**config.mk**
```make
export PLATFORM = sky130hd
export DESIGN_NAME = lc3_display_ctrl
export DESIGN_NICKNAME = d
export VERILOG_FILES = /design/src/rtl/lc3_display_pkg.sv /design/src/rtl/lc3_char_fifo.sv /design/src/rtl/lc3_display_ctrl.sv
export SDC_FILE = /design/constraint.sdc
export NUM_CORES = 1
export LEC_CHECK = 0
export ABC_AREA = 1
export CAP_MARGIN = 20
export CORE_ASPECT_RATIO = 0.6
export CORE_UTILIZATION = 38
export DETAILED_ROUTE_END_ITERATION = 12
export DONT_BUFFER_PORTS = 1
export HOLD_SLACK_MARGIN = 0.1
export PLACE_DENSITY = 0.55
export SYNTH_ARGS = -nofsm -noshare
export SYNTH_HDL_FRONTEND = slang
export SYNTH_HIERARCHICAL = 1
export SYNTH_SLANG_ARGS = --single-unit
```
**constraint.sdc**
```tcl
create_clock -name clk -period 2.55 [get_ports clk]
set_input_delay 0.255 -clock clk [delete_from_list [all_inputs] [get_ports clk]]
set_output_delay 0.255 -clock clk [all_outputs]
set_load 0.02 [all_outputs]
```
**src/rtl/lc3_display_pkg.sv**
```systemverilog
// lc3_display_pkg: shared types and constants for the LC-3 display controller
package lc3_display_pkg;
  localparam int CHAR_W    = 8;
  localparam int READY_BIT = 15;
  localparam int IE_BIT    = 14;
  localparam int OVF_BIT   = 13;
  typedef enum logic [1:0] {IDLE, SEND, GAP} state_e;
endpackage

```
**src/rtl/lc3_char_fifo.sv**
```systemverilog
// lc3_char_fifo: single-clock character FIFO with combinational head output
module lc3_char_fifo
  import lc3_display_pkg::*;
#(
  parameter int DEPTH = 4
) (
  input  logic                     clk,
  input  logic                     rst_n,
  input  logic                     push,
  input  logic                     pop,
  input  logic [CHAR_W-1:0]        din,
  output logic [CHAR_W-1:0]        dout,
  output logic                     full,
  output logic                     empty,
  output logic [$clog2(DEPTH):0]   count
);
  localparam int AW = $clog2(DEPTH);
  logic [CHAR_W-1:0] mem_q [DEPTH];
  logic [AW-1:0] wr_ptr_q, rd_ptr_q;
  logic [AW:0] count_q;
  logic do_push, do_pop;
  assign full    = count_q == (AW+1)'(DEPTH);
  assign empty   = count_q == '0;
  assign count   = count_q;
  assign dout    = mem_q[rd_ptr_q];
  assign do_push = push & ~full;
  assign do_pop  = pop & ~empty;
  // storage needs no reset: entries are only read once counted valid
  always_ff @(posedge clk)
    if (do_push) mem_q[wr_ptr_q] <= din;
  // pointers wrap naturally because DEPTH is a power of two
  always_ff @(posedge clk or negedge rst_n)
    if (!rst_n) begin
      wr_ptr_q <= '0;
      rd_ptr_q <= '0;
      count_q  <= '0;
    end else begin
      wr_ptr_q <= wr_ptr_q + AW'(do_push);
      rd_ptr_q <= rd_ptr_q + AW'(do_pop);
      count_q  <= count_q + (AW+1)'(do_push) - (AW+1)'(do_pop);
    end
endmodule

```
**src/rtl/lc3_display_ctrl.sv**
```systemverilog
// lc3_display_ctrl: DSR/DDR display controller draining a FIFO to a valid/ready sink
module lc3_display_ctrl
  import lc3_display_pkg::*;
#(
  parameter int DEPTH    = 4,
  parameter int CHAR_GAP = 2
) (
  input  logic              clk,
  input  logic              rst_n,
  input  logic              LD_DDR,
  input  logic              LD_DSR,
  input  logic [15:0]       DATA,
  output logic [15:0]       DSR,
  output logic [CHAR_W-1:0] tx_data,
  output logic              tx_valid,
  input  logic              tx_ready,
  output logic              irq
);
  localparam int AW = $clog2(DEPTH);
  localparam int GW = CHAR_GAP > 1 ? $clog2(CHAR_GAP) : 1;
  state_e state_q, state_d;
  logic [CHAR_W-1:0] tx_data_q, tx_data_d, head;
  logic tx_valid_q, tx_valid_d;
  logic [GW-1:0] gap_q, gap_d;
  logic ie_q, ie_d, ovf_q, ovf_d, irq_q, irq_d;
  logic full, empty, push, pop, ready_nxt;
  logic [AW:0] count, count_nxt;
  logic unused;
  assign unused = ^{DATA[15], DATA[12:8]};
  assign push = LD_DDR & ~full;
  lc3_char_fifo #(.DEPTH(DEPTH)) u_fifo (
    .clk   (clk),
    .rst_n (rst_n),
    .push  (push),
    .pop   (pop),
    .din   (DATA[CHAR_W-1:0]),
    .dout  (head),
    .full  (full),
    .empty (empty),
    .count (count)
  );
  assign DSR      = {~full, ie_q, ovf_q, 13'b0};
  assign tx_data  = tx_data_q;
  assign tx_valid = tx_valid_q;
  assign irq      = irq_q;
  // status bits; a write to DDR while full wins over a same-cycle OVF clear so no drop goes unseen
  always_comb begin
    count_nxt = count + (AW+1)'(push) - (AW+1)'(pop);
    ready_nxt = count_nxt != (AW+1)'(DEPTH);
    ie_d      = LD_DSR ? DATA[IE_BIT] : ie_q;
    ovf_d     = (LD_DDR & full) | (ovf_q & ~(LD_DSR & DATA[OVF_BIT]));
    irq_d     = ie_d & ready_nxt;
  end
  // output FSM: pop into the holding register, wait for the sink, then enforce the gap
  always_comb begin
    state_d    = state_q;
    tx_data_d  = tx_data_q;
    tx_valid_d = tx_valid_q;
    gap_d      = gap_q;
    pop        = 1'b0;
    case (state_q)
      IDLE: if (!empty) begin
        pop        = 1'b1;
        tx_data_d  = head;
        tx_valid_d = 1'b1;
        state_d    = SEND;
      end
      SEND: if (tx_ready) begin
        tx_valid_d = 1'b0;
        state_d    = CHAR_GAP == 0 ? IDLE : GAP;
        gap_d      = GW'(CHAR_GAP - 1);
      end
      GAP: begin
        gap_d   = gap_q == '0 ? gap_q : gap_q - 1'b1;
        state_d = gap_q == '0 ? IDLE : GAP;
      end
      default: state_d = IDLE;
    endcase
  end
  // state registers
  always_ff @(posedge clk or negedge rst_n)
    if (!rst_n) begin
      state_q    <= IDLE;
      tx_data_q  <= '0;
      tx_valid_q <= 1'b0;
      gap_q      <= '0;
      ie_q       <= 1'b0;
      ovf_q      <= 1'b0;
      irq_q      <= 1'b0;
    end else begin
      state_q    <= state_d;
      tx_data_q  <= tx_data_d;
      tx_valid_q <= tx_valid_d;
      gap_q      <= gap_d;
      ie_q       <= ie_d;
      ovf_q      <= ovf_d;
      irq_q      <= irq_d;
    end
endmodule

```
# [Word level (Yosys, flattened, before mapping)]
# Memory sizes are Yosys's and may differ from the RTL's. A register that Yosys moved wholly into a read port is not among the register bits.
# Cells that the tools add are included.
# Widths: inputs -> output; s select.
[totals] ff_bits=14 latch_bits=0 ram_bits=32 rom_bits=0 inputBits=21 out_inout_bits=26 word_cells=58 memories=1
[mem_list] name="u_fifo.mem_q" depth=4 width=8 read_ports=1 rd_clocked_by_memory_dff=1 write_ports=1 line_no="lc3_char_fifo.sv:18" source="logic [CHAR_W-1:0] mem_q [DEPTH];"
[classes] n_addsub=7 n_mul=0 div_mod_pow=0 n_lt_le_gt_ge=0 eq_ne=6 shift=0 muxes=15 n_bitwise=11 reduce_logical=9
[ops] cell="$mux 1" count=9
[ops] cell="$and 1x1->1" count=7
[ops] cell="$add 3x1->3" count=2
[ops] cell="$mux 2" count=3
[ops] cell="$pmux 2 s3" count=1
[ops] cell="$reduce_and 2->1" count=3
[ops] cell="$sub 3x1->3" count=2
[ops] cell="$add 2x1->2" count=2
[ops] cell="$ne 2x2->1 const B" count=2
[ops] cell="$pmux 1 s2" count=2
[ops] cell="$reduce_bool 2->1" count=2
[ops] cell="$eq 3x3->1 const B" count=1
[ops] cell="$logic_not 3->1" count=1
[ops] cell="$ne 3x3->1 const B" count=1
[ops] cell="$not 1->1" count=3
[ops] cell="$reduce_and 3->1" count=1
[ops] cell="$eq 2x1->1 const B" count=1
[ops] cell="$eq 2x2->1 const B" count=1
[ops] cell="$logic_not 2->1" count=1
[ops] cell="$logic_not 1->1" count=1
[ops] cell="$or 1x1->1" count=1
[ops] cell="$sub 1x1->1 const B" count=1

# [Logic depth before layout (Yosys ltp)]
[logic_depth] word_depth=7 ltp_mapped=14

# [Modules after synthesis]
# Netlist, hierarchy kept.
[modules_own_cells] module="lc3_char_fifo" instances=1 cells_each=131 area_each_um2=1614.0 seq_area_each_um2=1136.1
[modules_own_cells] module="lc3_display_ctrl" instances=1 cells_each=98 area_each_um2=804.5 seq_area_each_um2=375.4

# [Worst setup path after synthesis]
# Ideal clock, no wire load.
[synth_timing] path_kind="register to register" start="register u_fifo.count_q[1], in the netlist u_fifo/count[1]" end="register irq_q, in the netlist irq" setup_ns=0.113 arrival_ns=2.142 required_ns=2.437 setup_slack_ns=0.295 path_stages_with_launch=14 n_path_buf=0 cell_sequence="dfrtp_1 nor2_2 nand2_2 inv_1 or2_4 clkinv_2 ha_1 inv_1 ha_1 fa_1 nor2_1 nand3_1 nand2_1 inv_1"
[synth_lines] element="start, declared" line_no="lc3_char_fifo.sv:20" source="logic [AW:0] count_q;"
[synth_lines] element="start signal, assigned" line_no="lc3_char_fifo.sv:40" source="count_q <= count_q + (AW+1)'(do_push) - (AW+1)'(do_pop);"
[synth_lines] element="$logic_not 3->1" line_no="lc3_char_fifo.sv:23" source="assign empty = count_q == '0;"
[synth_lines] element="net empty" line_no="lc3_display_ctrl.sv:26" source="logic full, empty, push, pop, ready_nxt;"
[synth_lines] element="$mux 1" line_no="lc3_display_ctrl.sv:62" source="IDLE: if (!empty) begin"
[synth_lines] element="$mux 1" line_no="lc3_display_ctrl.sv:61" source="case (state_q)"
[synth_lines] element="net pop" line_no="lc3_display_ctrl.sv:26"
[synth_lines] element="$sub 3x1->3" line_no="lc3_display_ctrl.sv:48" source="count_nxt = count + (AW+1)'(push) - (AW+1)'(pop);"
[synth_lines] element="$ne 3x3->1" line_no="lc3_display_ctrl.sv:49" source="ready_nxt = count_nxt != (AW+1)'(DEPTH);"
[synth_lines] element="$and 1x1->1" line_no="lc3_display_ctrl.sv:52" source="irq_d = ie_d & ready_nxt;"
[synth_lines] element="net irq_d" line_no="lc3_display_ctrl.sv:25" source="logic ie_q, ie_d, ovf_q, ovf_d, irq_q, irq_d;"
[synth_lines] element="end signal, assigned" line_no="lc3_display_ctrl.sv:97" source="irq_q <= irq_d;"
[synth_lines] element="end, declared" line_no="lc3_display_ctrl.sv:25"
# The timed path passes the listed nets, and every way through them passes these cells.
# A chain may end at the register's enable or synchronous reset.

# [Worst setup path in the final report]
# Ends and elaborated chain as after synthesis.

==> results.yml <==
timing:
  post-route-period-util: 0.8919
  finalHoldViolCount: 0
  rsz0062_at_grt: "no"
  setup_viol: 0
  fin_skew_ns: 0.005629
  fin_ws_ns: 0.2757
  fin_tns_setup_ns: 0
  finalMaxSlewViolations: 0
  min_period_ns: 2.274
  fmax_mhz: 439.7
  fin_hold_ws_ns: 0.1188
setup_path:
  endpoint: "irq"
  crit_type: "reg2reg"
  crit_top_cell: "inv_1"
  arrival_ns: 2.48
  crit_fanout: 4
  crit_required_ns: 2.75
  worst_setup_path_end_kind: "flop"
  slowest_stage: "fa_1"
  cpLargestDelayFamily: "adder cells"
  path_buf_inv: 4
  max_stage_delay_ns: 0.42
  r2r_setup_slack_ns: 0.28
  start_kind: "flop"
  crit_start: "u_fifo/count[1]"
  cp_cell_sequence: "nor2_2, nand2_2, inv_1, or2_4, clkinv_2, ha_1, inv_1, ha_1, fa_1, nor2_1, nand3_1, nand2_1, inv_1"
  reg2reg_depth: 13
  reg2reg_to: "irq"
  cp.depth: 13
  reg2reg_from: "u_fifo/count[1]"
outcome:
  status: "finished clean"
grt:
  grt_use_met2: 0.1995
  grt_overflow: 0
  grt_pass1_vias: 1457
  busiest_layer: "met1"
  grt_pass1_wl_um: 7113
  grt_max_degree: 23
  grt_use_total: 0.1423
  grt_util_met3: 0.04490
  antenna_found_initial: 0
  gr-usage-met1: 0.2077
layout:
  final_common_cell: "nand2_1"
  drive_gt1_frac: 0.1111
  antenna_cells: 0
  design_area_um2: 2739
  seq_area_um2: 1511
  nFillCells: 594
  multi_input_area_um2: 713.2
  fin_nets: 278
  area.growth.synth_to_final_pct: 13.24
  layout_common_cells: "nand2_1 (51), nor2_1 (32), edfxtp_1 (32), dfrtp_1 (22)"
place:
  portBuffers: 0
  dp_slack_ns: 0.2608
  hpwl_um: 2966
  postPlaceCellArea_um2: 2485
  finalWeightedCongestion: 0.7009
pwr:
  p_sw_w: 0.001320
  ir_worst_vdd_v: 0.0004597
  pwr_density_cell_nw_per_um2: 1212
  p_clk_frac: 0.169
  seqPwrFrac: 0.441
  pwr-share-comb: 0.390
  p_leak_nw: 1.191
  p_int_w: 0.001999
  swShare: 0.3976
clock_network:
  clock_latency_ns: 0.30
  cts_buffers: 5
  cts_tree: "built"
  clk_pin_slew_ns: 0.09
  cts_sinks: 54
  clk_path_buf_depth: 2
  htree_levels: 2
  root_buffer: "clkbuf_8"
  cts_setup_buffers: 0
routing:
  vias: 1485
  viasPerCell: 4.420
  drt_iter0_drc: 104
  routedWlPerCell_um: 12.71
  antenna_left: 0
  drc: 0
  wirelength_um: 4269
  dr.pass1.iters: 4
floorplan:
  ios: 47
  start_util: 0.3940
  rows: 22
  die_area_um2: 6698
  core_um2: 6138
  die_h_um: 63.80
  die_x_um: 105.0
logic_synthesis:
  syn_inst: 229
  yosys_warnings: 6
  seq_area_frac_synth: 0.6249
  synth.distinct_cells: 25
  synth-seq-cells: 54
  synth_area_um2: 2419
  syn_avg_cell_area_um2: 10.56
run:
  maxCapViolations: 0
hold_path:
  holdCritPathClass: "in2reg"
  hold-path-cell-count: 2
## worst min-delay path by stage
stage,end,slack (ns),from
final,ovf_q,0.12,LD_DDR
after global routing,ovf_q,0.14,LD_DDR
after CTS,ovf_q,0.11,LD_DDR
after detailed placement,tx_data[7],-0.04,rst_n
after global placement,tx_data[7],-0.04,rst_n
after floorplan,gap_q,-0.04,rst_n
## state kept, by name, summed over array words and instances (netlist names)
signal	flops
u_fifo/mem_q	32
tx_data	8
u_fifo/count	3
state_q	2
u_fifo/rd_ptr_q	2
u_fifo/wr_ptr_q	2
gap_q	1
ie_q	1
irq	1
ovf_q	1
tx_valid	1
## cells in the mapped netlist
cell | instances | area [µm²]
a21boi_2 | 2 | 22.52
buf_2 | 1 | 5.000
buf_4 | 16 | 120.1
buf_6 | 3 | 33.78
clkinv_2 | 1 | 5.000
conb_1 | 1 | 3.750
dfrtp_1 | 22 | 550.5
edfxtp_1 | 32 | 960.9
fa_1 | 2 | 40.04
ha_1 | 4 | 50.05
inv_1 | 17 | 63.81
inv_2 | 3 | 11.26
nand2_1 | 51 | 191.4
nand2_2 | 2 | 12.51
nand3_1 | 6 | 30.03
nand4_1 | 1 | 6.260
nor2_1 | 32 | 120.1
nor2_2 | 1 | 6.260
o21ai_0 | 10 | 50.05
o21ai_1 | 17 | 85.08
o21ai_4 | 1 | 16.27
o31ai_1 | 1 | 7.510
or2_4 | 1 | 8.760
xnor2_1 | 1 | 8.760
xor2_1 | 1 | 8.760
## power groups by stage
stage	Sequential (W)	Combinational [W]	Clock (W)
6_report	0.00146	0.00129	0.000560
5_1_grt	0.00150	0.00152	0.000617
3_5_place_dp	0.00149	0.00129	0
4_1_cts	0.00147	0.00132	0.000575
2_1_floorplan	0.00146	0.00101	0
3_3_place_gp	0.00148	0.00126	0
## metrics by stage
step	util	power, W	std cells
6_report	0.4462	0.003319	336
5_1_grt	0.4462	0.003638	336
3_3_place_gp	0.4048	0.002742	315
4_1_cts	0.4417	0.003364	335
2_1_floorplan	-	0.002477	241
3_5_place_dp	0.4048	0.002774	315
## routing by layer
| metal | part of all wire | up-vias |
|---|---|---|
| li1 | - | 761 |
| met5 | 0 | - |
| met4 | 0.0087 | 0 |
| met2 | 0.42 | 28 |
| met1 | 0.52 | 692 |
| met3 | 0.045 | 4 |
## area by class of cell
class	instances	share of cell area
Multi-Input combinational cell	146	0.2604
Clock inverter	2	0.01233
Timing Repair Buffer	23	0.08132
Inverter	21	0.02924
Tap cell	84	0.03837
Sequential cell	54	0.5518
Clock buffer	6	0.02650
## kinds of logic (layout without fill, tap and decap cells)
logic type,Yosys count,count (layout),synth area share
AOI/OAI and AO/OA,31,31,0.07502
xor gates and xnor gates,2,2,0.007244
adders and majority gates,6,6,0.03725
buffers and inverters,41,52,0.09881
DFF,54,54,0.6249
other,1,13,0.001551
and+or+nand+nor,94,94,0.1552
## worst reg2reg max path, stage by stage (launching register included)
cell      delay (ns)
dfrtp_1         0.40
nor2_2          0.20
nand2_2         0.11
inv_1           0.07
or2_4           0.12
clkinv_2        0.07
ha_1            0.27
inv_1           0.04
ha_1            0.17
fa_1            0.42
nor2_1          0.10
nand3_1         0.09
nand2_1         0.07
inv_1           0.04
## what timing repair did
item	in CTS	in global routing
gates resized for setup	0	0
endpoints found under the hold margin	56	0
hold buffers	12	0
Power figures use the tool's default switching activity.
